## src/rtl/seq_addsub_pkg.sv

```systemverilog
// seq_addsub_pkg: shared FSM state type and counter-width helper for seq_addsub
package seq_addsub_pkg;
  typedef enum logic [1:0] {IDLE, CALC, DONE} state_e;
  function automatic int clog2_min1(input int n);
    return (n > 1) ? $clog2(n) : 1;
  endfunction
endpackage

```

## src/rtl/seq_addsub_if.sv

```systemverilog
// seq_addsub_if: start/busy/done operand and result bundle for seq_addsub
interface seq_addsub_if #(parameter int WIDTH = 16);
  logic             start, cin, sub, cout, ovf, busy, done;
  logic [WIDTH-1:0] a, b, s;
  modport master (output start, a, b, cin, sub, input s, cout, ovf, busy, done);
  modport slave  (input start, a, b, cin, sub, output s, cout, ovf, busy, done);
endinterface

```

## src/rtl/seq_addsub_fa_chunk.sv

```systemverilog
// fa_chunk: combinational W-bit ripple adder built from a per-bit full adder
module fa_chunk #(
  parameter int W = 4
) (
  input  logic [W-1:0] x,
  input  logic [W-1:0] y,
  input  logic         ci,
  output logic [W-1:0] sum,
  output logic         co
);
  function automatic logic [1:0] fa(input logic p, input logic q, input logic c);
    return {(p & q) | (c & (p ^ q)), p ^ q ^ c};
  endfunction
  logic [W:0] c;
  always_comb begin
    c[0] = ci;
    for (int i = 0; i < W; i++) {c[i+1], sum[i]} = fa(x[i], y[i], c[i]);
  end
  assign co = c[W];
endmodule

```

## src/rtl/seq_addsub.sv

```systemverilog
// seq_addsub: multi-cycle add/subtract, CHUNK bits per cycle through one shared chunk adder
module seq_addsub
  import seq_addsub_pkg::*;
#(
  parameter int WIDTH = 16,
  parameter int CHUNK = 4
) (
  input  logic         clk,
  input  logic         rst,
  seq_addsub_if.slave  bus
);
  localparam int NCHUNK = WIDTH / CHUNK;
  localparam int CW = clog2_min1(NCHUNK);
  if (WIDTH < 1 || CHUNK < 1 || WIDTH % CHUNK != 0) begin : g_bad_cfg
    $error("seq_addsub: CHUNK must be >= 1 and divide WIDTH exactly");
  end
  state_e           state_q;
  logic [CW-1:0]    cnt_q;
  logic [WIDTH-1:0] a_q, b_q, s_q;
  logic             carry_q, cout_q, ovf_q, busy_q, done_q;
  logic [CHUNK-1:0] xa, yb, sum;
  logic             co, last;
  assign xa   = a_q[int'(cnt_q) * CHUNK +: CHUNK];
  assign yb   = b_q[int'(cnt_q) * CHUNK +: CHUNK];
  assign last = cnt_q == CW'(NCHUNK - 1);
  fa_chunk #(.W(CHUNK)) u_fa (.x(xa), .y(yb), .ci(carry_q), .sum(sum), .co(co));
  always_ff @(posedge clk) begin
    if (rst) begin
      state_q <= IDLE;
      cnt_q   <= '0;
      carry_q <= 1'b0;
      s_q     <= '0;
      cout_q  <= 1'b0;
      ovf_q   <= 1'b0;
      busy_q  <= 1'b0;
      done_q  <= 1'b0;
    end else begin
      done_q <= 1'b0;
      case (state_q)
        CALC: begin
          s_q[int'(cnt_q) * CHUNK +: CHUNK] <= sum;
          carry_q <= co;
          if (last) begin
            state_q <= DONE;
            busy_q  <= 1'b0;
            done_q  <= 1'b1;
            cout_q  <= co;
            ovf_q   <= (xa[CHUNK-1] == yb[CHUNK-1]) && (sum[CHUNK-1] != xa[CHUNK-1]);
          end else begin
            cnt_q <= cnt_q + CW'(1);
          end
        end
        default: begin
          // subtract is a + ~b + ~borrow_in, so only the operand capture differs
          if (bus.start) begin
            a_q     <= bus.a;
            b_q     <= bus.sub ? ~bus.b : bus.b;
            carry_q <= bus.sub ^ bus.cin;
            cnt_q   <= '0;
            busy_q  <= 1'b1;
            state_q <= CALC;
          end else begin
            state_q <= IDLE;
          end
        end
      endcase
    end
  end
  assign bus.s    = s_q;
  assign bus.cout = cout_q;
  assign bus.ovf  = ovf_q;
  assign bus.busy = busy_q;
  assign bus.done = done_q;
endmodule

```

## src/flat_wrapper.sv

```systemverilog
// flat-port wrapper written by rule: the top's interface ports become plain ports
module seq_addsub_flat import seq_addsub_pkg::*;
#(
  parameter int WIDTH = 16,
  parameter int CHUNK = 4
)
  (clk, rst, bus_start, bus_a, bus_b, bus_cin, bus_sub, bus_s, bus_cout, bus_ovf, bus_busy, bus_done);
  seq_addsub_if #(.WIDTH(WIDTH)) bus_i ();
  input  logic clk;
  input  logic rst;
  input wire logic [$bits(bus_i.start)-1:0] bus_start;
  input wire logic [$bits(bus_i.a)-1:0] bus_a;
  input wire logic [$bits(bus_i.b)-1:0] bus_b;
  input wire logic [$bits(bus_i.cin)-1:0] bus_cin;
  input wire logic [$bits(bus_i.sub)-1:0] bus_sub;
  output wire logic [$bits(bus_i.s)-1:0] bus_s;
  output wire logic [$bits(bus_i.cout)-1:0] bus_cout;
  output wire logic [$bits(bus_i.ovf)-1:0] bus_ovf;
  output wire logic [$bits(bus_i.busy)-1:0] bus_busy;
  output wire logic [$bits(bus_i.done)-1:0] bus_done;
  assign bus_i.start = bus_start;
  assign bus_i.a = bus_a;
  assign bus_i.b = bus_b;
  assign bus_i.cin = bus_cin;
  assign bus_i.sub = bus_sub;
  assign bus_s = bus_i.s;
  assign bus_cout = bus_i.cout;
  assign bus_ovf = bus_i.ovf;
  assign bus_busy = bus_i.busy;
  assign bus_done = bus_i.done;
  seq_addsub #(.WIDTH(WIDTH), .CHUNK(CHUNK)) u_core (.clk(clk), .rst(rst), .bus(bus_i));
endmodule
```

## config.mk

```make
export PLATFORM = sky130hd
export DESIGN_NAME = seq_addsub_flat
export DESIGN_NICKNAME = d
export VERILOG_FILES = /design/src/rtl/seq_addsub_pkg.sv /design/src/rtl/seq_addsub_if.sv /design/src/rtl/seq_addsub_fa_chunk.sv /design/src/rtl/seq_addsub.sv /design/src/flat_wrapper.sv
export SDC_FILE = /design/constraint.sdc
export NUM_CORES = 1
export LEC_CHECK = 0
export ABC_AREA = 1
export ABC_CLOCK_PERIOD_IN_PS = 7160
export CAP_MARGIN = 20
export CORE_MARGIN = 5
export CORE_UTILIZATION = 40
export CTS_BUF_LIST = sky130_fd_sc_hd__clkbuf_4
export DETAILED_ROUTE_END_ITERATION = 8
export PLACE_DENSITY = 0.77
export SETUP_SLACK_MARGIN = 0.5
export SYNTH_ARGS = -nofsm -noshare
export SYNTH_HDL_FRONTEND = slang
export SYNTH_SLANG_ARGS = --single-unit
```

## constraint.sdc

```tcl
create_clock -name clk -period 7.16 [get_ports clk]
set_input_delay 1.432 -clock clk [delete_from_list [all_inputs] [get_ports clk]]
set_output_delay 1.432 -clock clk [all_outputs]
set_load 0.01 [all_outputs]
```

== Word-level counts from Yosys, hierarchy flattened ==
Cells that the tools add are included.
Widths: inputs -> output; s select.

* Bits in registers: 57
* Input port bits: 37
* Output and inout port bits: 20
* Word-level logic and storage cells: 67

* $add $sub $neg: 2
* Equal/unequal tests: 6
* Shift-type cells: 4
* Mux-type cells: 14
* Bitwise operators: 24
* Reductions and logical operators: 7

{| class="wikitable"
|+ Operators with widths
! cell !! number
|-
| $neg 4->33 || 1
|-
| $shift 4x33->16 const A || 1
|-
| $shiftx 4x33->16 || 1
|-
| $shiftx 16x5->4 || 2
|-
| $bwmux 16 || 1
|-
| $mux 16 || 1
|-
| $not 16->16 || 1
|-
| $mux 2 || 5
|-
| $xor 1x1->1 || 9
|-
| $and 1x1->1 || 8
|-
| $mux 1 || 7
|-
| $reduce_and 2->1 || 3
|-
| $or 1x1->1 || 4
|-
| $reduce_and 3->1 || 1
|-
| $add 2x1->2 const B || 1
|-
| $eq 2x1->1 const B || 1
|-
| $eq 2x2->1 const B || 1
|-
| $ne 2x1->1 const B || 1
|-
| $ne 2x2->1 const B || 1
|-
| $not 1->1 || 2
|-
| $reduce_bool 2->1 || 1
|-
| $reduce_or 2->1 || 1
|-
| $eq 1x1->1 || 1
|-
| $logic_and 1x1->1 || 1
|-
| $ne 1x1->1 || 1
|}

== Logic depth before layout (Yosys ltp) ==
Gate-level depths: netlist (run 1).

* Word-level depth: 11
* Depth in mapped cells: 15
* Gate-level depth less buffers: 14

== Modules after synthesis ==
A second synthesis (run 1) with hierarchy kept.

* Cell total of the unflattened synthesis: 259
* Area total of the unflattened synthesis: 2,598.7 um^2

{| class="wikitable"
|+ By module, submodules not included
! module !! times used !! cells an instance !! area each (um^2) !! seq. area each (um^2)
|-
| seq_addsub || 1 || 245 || 2,481.1 || 1,461.4
|-
| fa_chunk || 1 || 14 || 117.6 || 0.0
|}

== Worst setup path before layout (run 1) ==
Ideal clock, no wire load.

* Kind: input-to-reg
* Start: input port bus_start
* End: register u_core.a_q[0], enable pin
* Library setup time: 461 ps
* Arrival time: 3,732 ps
* Required time: 6,699 ps
* Setup slack: 2,967 ps
* Cell stages on the path: 2
* Buffers on the path: 0
* Cells stage by stage: inv_1 -> nor3_1

* Word-level cells in the longest chain between the ends: 1

{| class="wikitable"
|+ RTL lines
! what !! line !! RTL
|-
| start: declaration || flat_wrapper.sv:11 || <nowiki>input wire logic [$bits(bus_i.start)-1:0] bus_start;</nowiki>
|-
| $reduce_and 3->1 (no source line) || n/a ||
|-
| end signal: assignment || seq_addsub.sv:56 || <nowiki>a_q <= bus.a;</nowiki>
|-
| end: declaration || seq_addsub.sv:19 || <nowiki>logic [WIDTH-1:0] a_q, b_q, s_q;</nowiki>
|}

No other way between the ends.
A chain may end at the register's enable or synchronous reset.

== Worst setup path after layout (run 1) ==
* Start: register u_core.cnt_q[0]
* End: register u_core.s_q[7] (netlist: u_core.bus.s[7])

* Word-level cells in the longest chain between the ends: 11
* Elaborated cells between the ends (all ways): 23
* Classes of those cells: add/sub: 1; shift: 4; mux: 1; bitwise: 17

{| class="wikitable"
|+ RTL lines
! what !! line !! RTL
|-
| start: declaration || seq_addsub.sv:18 || <nowiki>logic [CW-1:0] cnt_q;</nowiki>
|-
| start signal: assignment || seq_addsub.sv:50 || <nowiki>cnt_q <= cnt_q + CW'(1);</nowiki>
|-
| $shiftx 16x5->4, on equally long branches || seq_addsub.sv:23, seq_addsub.sv:24 ||
|-
| $xor 1x1->1 || seq_addsub_fa_chunk.sv:12 || <nowiki>return {(p & q) | (c & (p ^ q)), p ^ q ^ c};</nowiki>
|-
| $and 1x1->1 || seq_addsub_fa_chunk.sv:12 ||
|-
| $or 1x1->1 || seq_addsub_fa_chunk.sv:12 ||
|-
| $and 1x1->1 || seq_addsub_fa_chunk.sv:12 ||
|-
| $or 1x1->1 || seq_addsub_fa_chunk.sv:12 ||
|-
| $and 1x1->1 || seq_addsub_fa_chunk.sv:12 ||
|-
| $or 1x1->1 || seq_addsub_fa_chunk.sv:12 ||
|-
| $xor 1x1->1 || seq_addsub_fa_chunk.sv:12 ||
|-
| $shiftx 4x33->16 || seq_addsub.sv:41 || <nowiki>s_q[int'(cnt_q) * CHUNK +: CHUNK] <= sum;</nowiki>
|-
| $bwmux 16 * || seq_addsub.sv:41 ||
|-
| end signal: indexed assignment || seq_addsub.sv:41 ||
|-
| end: declaration || seq_addsub.sv:19 ||
|}

Mark *: on every way between the ends. The rest lies on a longest branch, timed or not.

==> implementation parameters, run 1 <==
Parameter                              Value

Status
  Run status ... finished clean

Yosys
  Avg Cell Area, Syn ... about 10 sq um
  Post-Synth XOR/XNOR Area ... between 5 and 6%
  Proportion of synthesized chip area in sequential cells ... 56.1%
  Most used standard cell by instance count after synthesis ... nand2_1
  Cell Area, Synth ... ~0.0026 sq mm
  Main combinational cell family by area after synthesis ... simple AND/OR/NAND/NOR gates
  Post-Synth Simple-Gate Area ... around 16%
  Total number of yosys warnings ... 0
  Adder-cell share of the synthesized area ... under 10%
  Number of distinct standard cells referenced by the synthesized netlist ... 28
  Most frequent cells after synthesis ... nand2_1 (42), edfxtp_1 (32), dfxtp_1 (25)
  Most used DFF post-synth ... edfxtp_1
  Share of flip-flops with an asynchronous set or reset after synthesis ... 0%
  Top-area cell type share of the netlist area ... between 30% and 40%
  Post-synth top area cell ... edfxtp_1
  Post-synthesis sequential element count ... 57
  Area fraction in compound gates after synthesis ... under 10%
  Number of instances in the synthesized netlist ... 250
  Syn_nets ... slightly below 300
  Post-synth EDFFs ... 32
  Main area contributors after synthesis ... edfxtp_1 (37%), dfxtp_1 (19%), nand2_1 (6.1%)
  Multiplexer area fraction after synthesis ... 0%

GRT
  GRT Residual Overflow ... 0
  Maximum number of pins on one net before global-route repair ... 33
  Number of antenna violations at the first check in global routing ... 0
  First-pass GRT wire length ... 8.49 mm
  GRT Util Overall ... 12.8%
  Number of global-route vias before repair ... slightly below 2000

Clock tree
  Root buffer cell ... clkbuf_4
  Clock transition at the registers of the reported paths ... approximately 0.10 ns
  Maximum number of buffers from clock root to sink ... 2
  Hold Buf Count CTS ... 0
  Count of buffers added by post-CTS timing repair for setup ... 0
  Post-cts gate resize count ... 0
  Total clock buffers created by CTS ... 9
  Clock tree sinks ... 57
  TritonCTS clock tree ... built
  H-tree level count ... 3
  Latest clock arrival within the worst-skew pair ... roughly 0.39 ns

Power
  Switching portion of total power ... about a quarter
  Worst VDD drop ... approximately 0.13 mV
  Part of the total power dissipated in combinational logic ... between 10% and 20%
  Power share of the sequential group ... about half
  Total net switching power ... 0.198 mW
  Leak ... roughly 1.3 nW
  Clock Power Share ... about 33%
  Pwr dens ... ~220 mW/mm^2
  Design internal power ... between 0.5 and 0.6 mW

Placement
  # port buffers ... 56
  Sum of net half-perimeters after detailed placement ... a little under 4 mm
  RD Place Congestion ... ~0.84

Floorplan
  Die footprint ... about 0.0082 sq mm
  Die width ... between 90 and 100 um
  Floorplan die height ... just over 90 um
  Effective utilization at floorplan ... 41.0%
  Site row count ... 29
  Number of I/O pins ... 57
  Floorplan core area ... between 0.006 and 0.007 sq mm

Hold path
  Class of the most critical hold timing path ... register to register
  Hold-critical path depth ... 2
  Hold wc startpoint ... u_core.bus.s[9]

Timing
  Actual transition at the worst max-transition pin ... just over 0.8 ns
  Pins over their slew limit ... 0
  Final worst path period share ... 48.2%
  Final critical-path required period ... approximately 3.4 ns
  Finish-stage setup viols ... 0
  Max-slew headroom ... between 40 and 50%
  Fmax ... 290 MHz
  Clock skew after layout ... between 0.01 and 0.015 ns
  Unrepaired setup endpoints after global routing ... no
  Worst hold slack ... roughly 0.47 ns
  Setup TNS ... 0 ns
  Hold Violations, Final ... 0

Routing
  DRC Markers ... 0
  Number of DRC markers after the initial detailed-route iteration ... roughly 100
  Detailed-route wire length per cell ... between 10 and 15 um
  First-pass DRT Iterations ... 4
  Final routed wirelength across all metal layers ... 5.12 mm
  Detail-routed via count per cell ... 4.93
  Vias after detailed routing ... around 1900
  Detail Route Antenna Nets ... 0

Critical path
  Maximum cell stage delay along the critical path ... 0.84 ns
  Critical path data required time ... 7.49 ns
  Cell family with the largest share of critical-path delay ... adder cells
  Critical R2R Launch ... u_core.cnt_q[0]
  Crit path DAT ... roughly 3.8 ns
  Highest-delay cell along the critical path ... dfxtp_1
  Worst path cell trace ... inv_2 > nand2_1 > a32o_1 > fa_1 > inv_1 > fa_1 > inv_1 > fa_1 > inv_1 > fa_1 > inv_1 > nor3_2 > nand2_1 > a21oi_1
  Total stage count of the critical path ... 14
  Kind of end point of the critical path ... register
  Maximum fanout along the worst path ... 24
  Length in cells of the worst reg-to-reg path ... 14
  Sort of element at the start of the critical path ... register
  Worst setup path start ... u_core.cnt_q[0]
  Number of buffer and inverter stages on the critical path ... 5
  Critical path class ... register to register

Cells and area
  Area Growth Syn to Fin ... 29.3%
  Fraction of layout cells with a size suffix above 1 ... about 11%
  Final-layout fill cell count ... around 570
  Final-stage net count ... between 300 and 400
  ANT cells ... 0

Flow run
  Max Cap Violations ... 0
-- cells by family after synthesis --
group           after synthesis
xor+xnor                     17
buf+inv                      33
compound gates               45
fa+ha+maj                    11
simple gates                 87
flops                        57
-- worst paths after layout --
path                            slack (ns)               to
worst min register to register        0.47  u_core.bus.s[9]
worst min-delay path                  0.47  u_core.bus.s[9]
worst max register to register        3.71  u_core.bus.s[7]
worst max-delay path                  3.71  u_core.bus.s[7]
-- cell type report --
class / instances / area, sq um / share of cell area, %
clock inverter: 7 / 85.1 / 2.53
sequential: 57 / 1460 / 43.4
tap: 77 / 96.3 / 2.86
inverter: 22 / 82.6 / 2.45
clock buffer: 9 / 67.6 / 2.01
timing repair buffer: 57 / 568 / 16.9
multi-input combinational: 160 / 1000 / 29.9
-- per-layer routing --
layer	vias up	GRT usage [%]	part of all wire (%)
met2	59	20.1	46
met1	889	15.8	45
met3	7	3.42	7.2
met4	0	7.20	1.2
met5	-	0	0
li1	962	-	-
-- through the flow --
step           power [mW]  utilization, %  worst slack (ns)  cell area, sq um  cells
2_1_floorplan       0.462               -              2.97              2600    250
3_3_place_gp        0.507            50.6              3.85              3210    373
3_5_place_dp        0.511            50.6              3.72              3210    373
4_1_cts             0.763            53.0              3.69              3370    389
5_1_grt             0.794            53.0              3.43              3370    389
6_report            0.757            53.0              3.71              3370    389
-- worst register-to-register path, delay by kind of cell, from the launching register on --
family	cells	cell delay (ns)
adders and majority gates	4	1.25
DFF	1	0.84
buffers and inverters	5	0.63
and+or+nand+nor	3	0.35
AOI/OAI and AO/OA	2	0.32
-- flip-flops by register name, indices dropped and copies added, names as in the netlist --
signal and count:
u_core.a_q 16, u_core.b_q 16, u_core.bus.busy 1, u_core.bus.cout 1, u_core.bus.done 1, u_core.bus.ovf 1
u_core.bus.s 16, u_core.carry_q 1, u_core.cnt_q 2, u_core.state_q 2
-- placed cells by master (no fill, tap or decap), types with 2 or more instances in the layout --
master and count:
nand2_2 2, nand3_1 12, o22ai_1 3, clkdlybuf4s50_1 56
nor2_4 7, bufinv_16 2, edfxtp_1 32, ha_1 7
nand4_1 4, nor3_1 2, o21ai_1 11, dfxtp_1 25
clkinv_1 3, nor3_2 2, nor2_1 14, o21ai_0 4
clkinv_2 2, clkbuf_4 9, nand2_1 42, a32o_1 4
fa_1 4, inv_1 15, a21oi_1 21, xor2_1 17
inv_2 6
-- power groups by stage --
| stage | Clock, mW | Combinational, mW | Sequential, mW |
|---|---|---|---|
| after floorplan | 0 | 0.0834 | 0.378 |
| after global placement | 0 | 0.127 | 0.380 |
| after detailed placement | 0 | 0.131 | 0.380 |
| after CTS | 0.259 | 0.131 | 0.373 |
| after global routing | 0.273 | 0.146 | 0.375 |
| final | 0.253 | 0.131 | 0.373 |
No activity file was read; power rests on OpenSTA's default activity.
==> run 2, diff against run 1 <==
ABC_CLOCK_PERIOD_IN_PS = 3100   (was 7160)
PLACE_DENSITY = 0.79   (was 0.77)
clock period = 3.1 ns   (was 7.16 ns; I/O delays follow)
==> implementation parameters, run 2 (synthesized netlist as in run 1, its figures left out) <==
Parameter                              Value

Status
  Run status ... finished clean

Clock tree
  Maximum number of buffers from clock root to sink ... 2
  Total clock buffers created by CTS ... 9
  TritonCTS clock tree ... built
  Latest clock arrival within the worst-skew pair ... around 0.40 ns
  Clock transition at the registers of the reported paths ... 0.10 ns
  Hold Buf Count CTS ... 0
  Root buffer cell ... clkbuf_4
  H-tree level count ... 3
  Clock tree sinks ... 57

Critical path
  Maximum fanout along the worst path ... 6
  Kind of end point of the critical path ... register
  Crit path DAT ... approximately 3 ns
  Worst path cell trace ... nand2_2 > a32o_2 > fa_2 > inv_2 > fa_2 > inv_2 > fa_2 > inv_2 > fa_2 > inv_2 > nor3_4 > nand2_1 > a21oi_1
  Maximum cell stage delay along the critical path ... roughly 0.46 ns
  Highest-delay cell along the critical path ... fa_2
  Critical path data required time ... about 3.4 ns
  Critical path class ... register to register
  Sort of element at the start of the critical path ... register

GRT
  First-pass GRT wire length ... about 9 mm
  GRT Residual Overflow ... 0
  Number of global-route vias before repair ... between 1500 and 2000
  Number of antenna violations at the first check in global routing ... 0
  Maximum number of pins on one net before global-route repair ... 33
  GRT Util Overall ... between 10% and 20%

Placement
  Sum of net half-perimeters after detailed placement ... ~4 mm
  Placed cell area ... 0.00325 sq mm
  RD Place Congestion ... slightly below 0.9
  # port buffers ... 56

Hold path
  Class of the most critical hold timing path ... register to register

Timing
  Hold Violations, Final ... 0
  Finish-stage setup viols ... 0
  Final worst path period share ... 86.5%
  Setup TNS ... 0 ns
  Final critical-path required period ... between 2 and 3 ns
  Fmax ... ~370 MHz
  Clock skew after layout ... ~0.011 ns
  Actual transition at the worst max-transition pin ... 0.811 ns
  Unrepaired setup endpoints after global routing ... yes
  Max-slew headroom ... 45.8%
  Pins over their slew limit ... 0

Cells and area
  Area Growth Syn to Fin ... 35.3%
  Fraction of layout cells with a size suffix above 1 ... roughly a fifth
  Final-stage net count ... about 370
  Post-route cell area ... 0.00352 sq mm
  Commonest cells after routing, fill and taps aside ... clkdlybuf4s50_1 (56), nand2_1 (41), edfxtp_1 (32), dfxtp_1 (23)
  ANT cells ... 0
  Most frequent standard cell in the layout excluding fill and tap cells ... clkdlybuf4s50_1

Routing
  Detail-routed via count per cell ... slightly below 5
  Final routed wirelength across all metal layers ... between 5 and 6 mm
  Detail Route Antenna Nets ... 0
  First-pass DRT Iterations ... 4
  Vias after detailed routing ... 1969
  DRC Markers ... 0
  Number of DRC markers after the initial detailed-route iteration ... 100
  Detailed-route wire length per cell ... approximately 13 um

Power
  Pwr dens ... a little under 500 mW/mm^2
  Power after layout ... roughly 1.7 mW
  Leak ... roughly 1.3 nW
  Worst VDD drop ... around 0.32 mV

Floorplan
  Die footprint ... around 0.0082 sq mm
  Site row count ... 29
  Die width ... just over 90 um
  Effective utilization at floorplan ... 41.0%
  Number of I/O pins ... 57
  Floorplan die height ... 90.7 um
  Floorplan core area ... about 0.0063 sq mm

Flow run
  Max Cap Violations ... 0
run 2: critical path, delay by kind of cell, from the launching register on:
kind | cells | cell delay [ns]
adders and majority gates | 4 | 1.35
buffers and inverters | 4 | 0.27
AOI/OAI and AO/OA | 2 | 0.33
DFF | 1 | 0.43
and+or+nand+nor | 3 | 0.17
run 2: final timing paths:
check,start,to,slack [ns],depth (start not counted)
max,u_core.cnt_q[0],u_core.bus.s[15],0.42,13
min,u_core.bus.s[10],u_core.bus.s[10],0.47,2
max reg2reg,u_core.cnt_q[0],u_core.bus.s[15],0.42,13
min reg2reg,u_core.bus.s[10],u_core.bus.s[10],0.47,2
run 2: per-layer routing:
layer / track usage [%] / wire, um / vias up
li1: - / - / 980
met1: 15.6 / 2150 / 902
met2: 23.7 / 2660 / 77
met3: 6.25 / 479 / 10
met4: 4.59 / 88 / 0
met5: 0 / 0 / -
run 2: metrics by stage:
step	utilization [%]	instances	hold slack (ns)	setup slack, ns
finish	55.5	402	0.471	0.420
global route	55.5	402	0.496	0.300
CTS	54.6	398	0.474	0.424
detailed placement	51.2	374	0.460	0.216
global placement	51.2	374	0.457	0.337
floorplan	-	250	0.472	0.429
run 2: where the power goes:
part / leakage [nW] / internal [mW] / switching (mW)
sequential: 0.502 / 0.838 / 0.0183
combinational: 0.762 / 0.171 / 0.198
clock: 0.0695 / 0.244 / 0.279
total: 1.33 / 1.25 / 0.495
run 2: area by class of cell:
class                   instances  area, sq um
flip-flops and latches         57         1470
well taps                      77         96.3
repair inverters                1         3.75
repair buffers                 69          662
clock buffers                   9         67.6
multi-input cells             160         1050
inverters                      22          100
fillers                       543         2830
clock inverters                 7         71.3
run 2: timing repair:
| item | CTS | global route |
|---|---|---|
| setup endpoints to repair | 6 | 6 |
| pin swaps | 3 | 3 |
| cloned | 1 | 0 |
| setup buffers | 7 | 4 |
| resized for setup | 11 | 8 |
==> run 3, diff against run 2 <==
CTS_BUF_LIST = not set   (was sky130_fd_sc_hd__clkbuf_4)
CTS_CLUSTER_SIZE = 16   (was not set)
==> implementation parameters, run 3 (synthesized netlist as in run 1, its figures left out) <==
Parameter                              Value

Timing
  Fmax ... between 300 and 400 MHz
  Actual transition at the worst max-transition pin ... ~0.81 ns
  Pins over their slew limit ... 0
  Final worst path period share ... between 80 and 90%
  Hold Violations, Final ... 0
  Finish-stage setup viols ... 0
  Final critical-path required period ... roughly 2.7 ns
  Max-slew headroom ... 45.8%
  Unrepaired setup endpoints after global routing ... yes
  Setup TNS ... 0 ns
  Clock skew after layout ... roughly 0.0059 ns

Clock tree
  H-tree level count ... 3
  Clock transition at the registers of the reported paths ... 0.06 ns
  Maximum number of buffers from clock root to sink ... 2
  Total clock buffers created by CTS ... 9
  Latest clock arrival within the worst-skew pair ... ~0.34 ns
  Root buffer cell ... clkbuf_8
  Hold Buf Count CTS ... 0
  Clock tree sinks ... 57
  TritonCTS clock tree ... built

Floorplan
  Die width ... 90.7 um
  Number of I/O pins ... between 50 and 60
  Floorplan core area ... 0.00635 sq mm
  Die footprint ... approximately 0.008 sq mm
  Floorplan die height ... between 90 and 100 um
  Site row count ... 29
  Effective utilization at floorplan ... 41.0%

Power
  Worst VDD drop ... 0.384 mV
  Leak ... between 1 and 1.5 nW
  Pwr dens ... around 530 mW/mm^2

GRT
  Maximum number of pins on one net before global-route repair ... 33
  GRT Residual Overflow ... 0
  Number of global-route vias before repair ... 1978
  First-pass GRT wire length ... around 9.0 mm
  GRT Util Overall ... 14.0%
  Number of antenna violations at the first check in global routing ... 0

Hold path
  Hold wc startpoint ... u_core.bus.s[15]
  Class of the most critical hold timing path ... register to register

Routing
  Detail Route Antenna Nets ... 0
  Vias after detailed routing ... a little under 2000
  Number of DRC markers after the initial detailed-route iteration ... between 100 and 150
  Detail-routed via count per cell ... about 5
  Detailed-route wire length per cell ... 13.5 um
  Final routed wirelength across all metal layers ... approximately 5.4 mm
  First-pass DRT Iterations ... 4
  DRC Markers ... 0

Critical path
  Maximum fanout along the worst path ... 6
  Highest-delay cell along the critical path ... fa_2
  Number of buffer and inverter stages on the critical path ... 5
  Critical path class ... register to register
  Critical R2R Launch ... u_core.cnt_q[0]
  Worst reg2reg setup slack ... between 0.4 and 0.5 ns
  Critical path data required time ... 3.30 ns
  Worst path cell trace ... inv_6 > nand2_1 > a32o_2 > fa_2 > inv_2 > fa_2 > inv_2 > fa_2 > inv_2 > fa_2 > inv_2 > nor3_4 > nand2_1 > a21oi_1
  Kind of end point of the critical path ... register
  Cell family with the largest share of critical-path delay ... adder cells
  Worst setup path start ... u_core.cnt_q[0]
  Crit path DAT ... 2.88 ns
  Maximum cell stage delay along the critical path ... 0.46 ns
  Sort of element at the start of the critical path ... register

Flow run
  Max Cap Violations ... 0

Placement
  RD Place Congestion ... approximately 0.87
  Sum of net half-perimeters after detailed placement ... 4.00 mm
  Placed cell area ... ~0.0032 sq mm
  # port buffers ... 56

Cells and area
  Area Growth Syn to Fin ... 38.1%
  Most frequent standard cell in the layout excluding fill and tap cells ... clkdlybuf4s50_1
  Post-route cell area ... 0.00359 sq mm
  ANT cells ... 0
  Final-layout fill cell count ... 530
  Commonest cells after routing, fill and taps aside ... clkdlybuf4s50_1 (56), nand2_1 (40), edfxtp_1 (32), dfxtp_1 (23)
  Fraction of layout cells with a size suffix above 1 ... between 20% and 30%
  Final-stage net count ... 369

Status
  Run status ... finished clean
run 3: cell types whose count changed in the layout (fill, tap and decap cells not counted):
cell and change:
buf_4 +1, o22ai_1 -1, clkbuf_4 -9, nand2_1 -1, o22ai_2 +1, nand2_2 +1
clkbuf_8 +9
run 3: worst min-delay path: cells and delay by family, from the launching register on:
kind | cells | cell delay (ns)
AND/OR/NAND/NOR | 1 | 0.06
AO/OA/AOI/OAI | 1 | 0.05
flip-flops | 1 | 0.31
run 3: repair_timing:
action	CTS	global route
pin swaps	3	4
cloned	1	0
endpoints found under the setup margin	6	6
gates resized for setup	11	10
setup buffers	7	5
run 3: final cells by class:
class / instances / area [sq um] / share of cell area, %
clock inverter: 7 / 71.3 / 1.98
multi-input combinational: 160 / 1060 / 29.5
timing repair buffer: 70 / 669 / 18.6
clock buffer: 9 / 124 / 3.45
sequential: 57 / 1470 / 40.9
inverter: 22 / 100 / 2.78
tap: 77 / 96.3 / 2.68
timing repair inverter: 1 / 3.75 / 0.104
run 3: layer usage:
| metal | part of all wire, % | up-vias | wire (um) | GRT usage (%) |
|---|---|---|---|---|
| li1 | - | 984 | - | - |
| met1 | 41 | 908 | 2210 | 15.6 |
| met2 | 49 | 64 | 2680 | 23.8 |
| met3 | 8.0 | 13 | 434 | 6.25 |
| met4 | 1.8 | 0 | 97 | 4.59 |
| met5 | 0 | - | 0 | 0 |
run 3: through the flow:
step	worst slack, ns	hold WS, ns	cells	utilization [%]	total power [mW]
5_1_grt	0.306	0.491	403	56.6	1.99
2_1_floorplan	0.429	0.472	250	-	1.08
6_report	0.414	0.471	403	56.6	1.89
3_3_place_gp	0.337	0.457	374	51.2	1.18
3_5_place_dp	0.216	0.460	374	51.2	1.20
4_1_cts	0.429	0.473	398	55.5	1.89
run 3: path summary, 6_finish.rpt:
check             cells past startpoint                to
hold / removal                        2  u_core.bus.s[15]
hold reg to reg                       2  u_core.bus.s[15]
setup reg to reg                     14  u_core.bus.s[15]
setup / recovery                     14  u_core.bus.s[15]
run 3: power breakdown:
| part | switching, mW | internal [mW] | leakage, nW |
|---|---|---|---|
| combinational | 0.199 | 0.173 | 0.769 |
| clock | 0.296 | 0.368 | 0.0929 |
| sequential | 0.0188 | 0.839 | 0.502 |
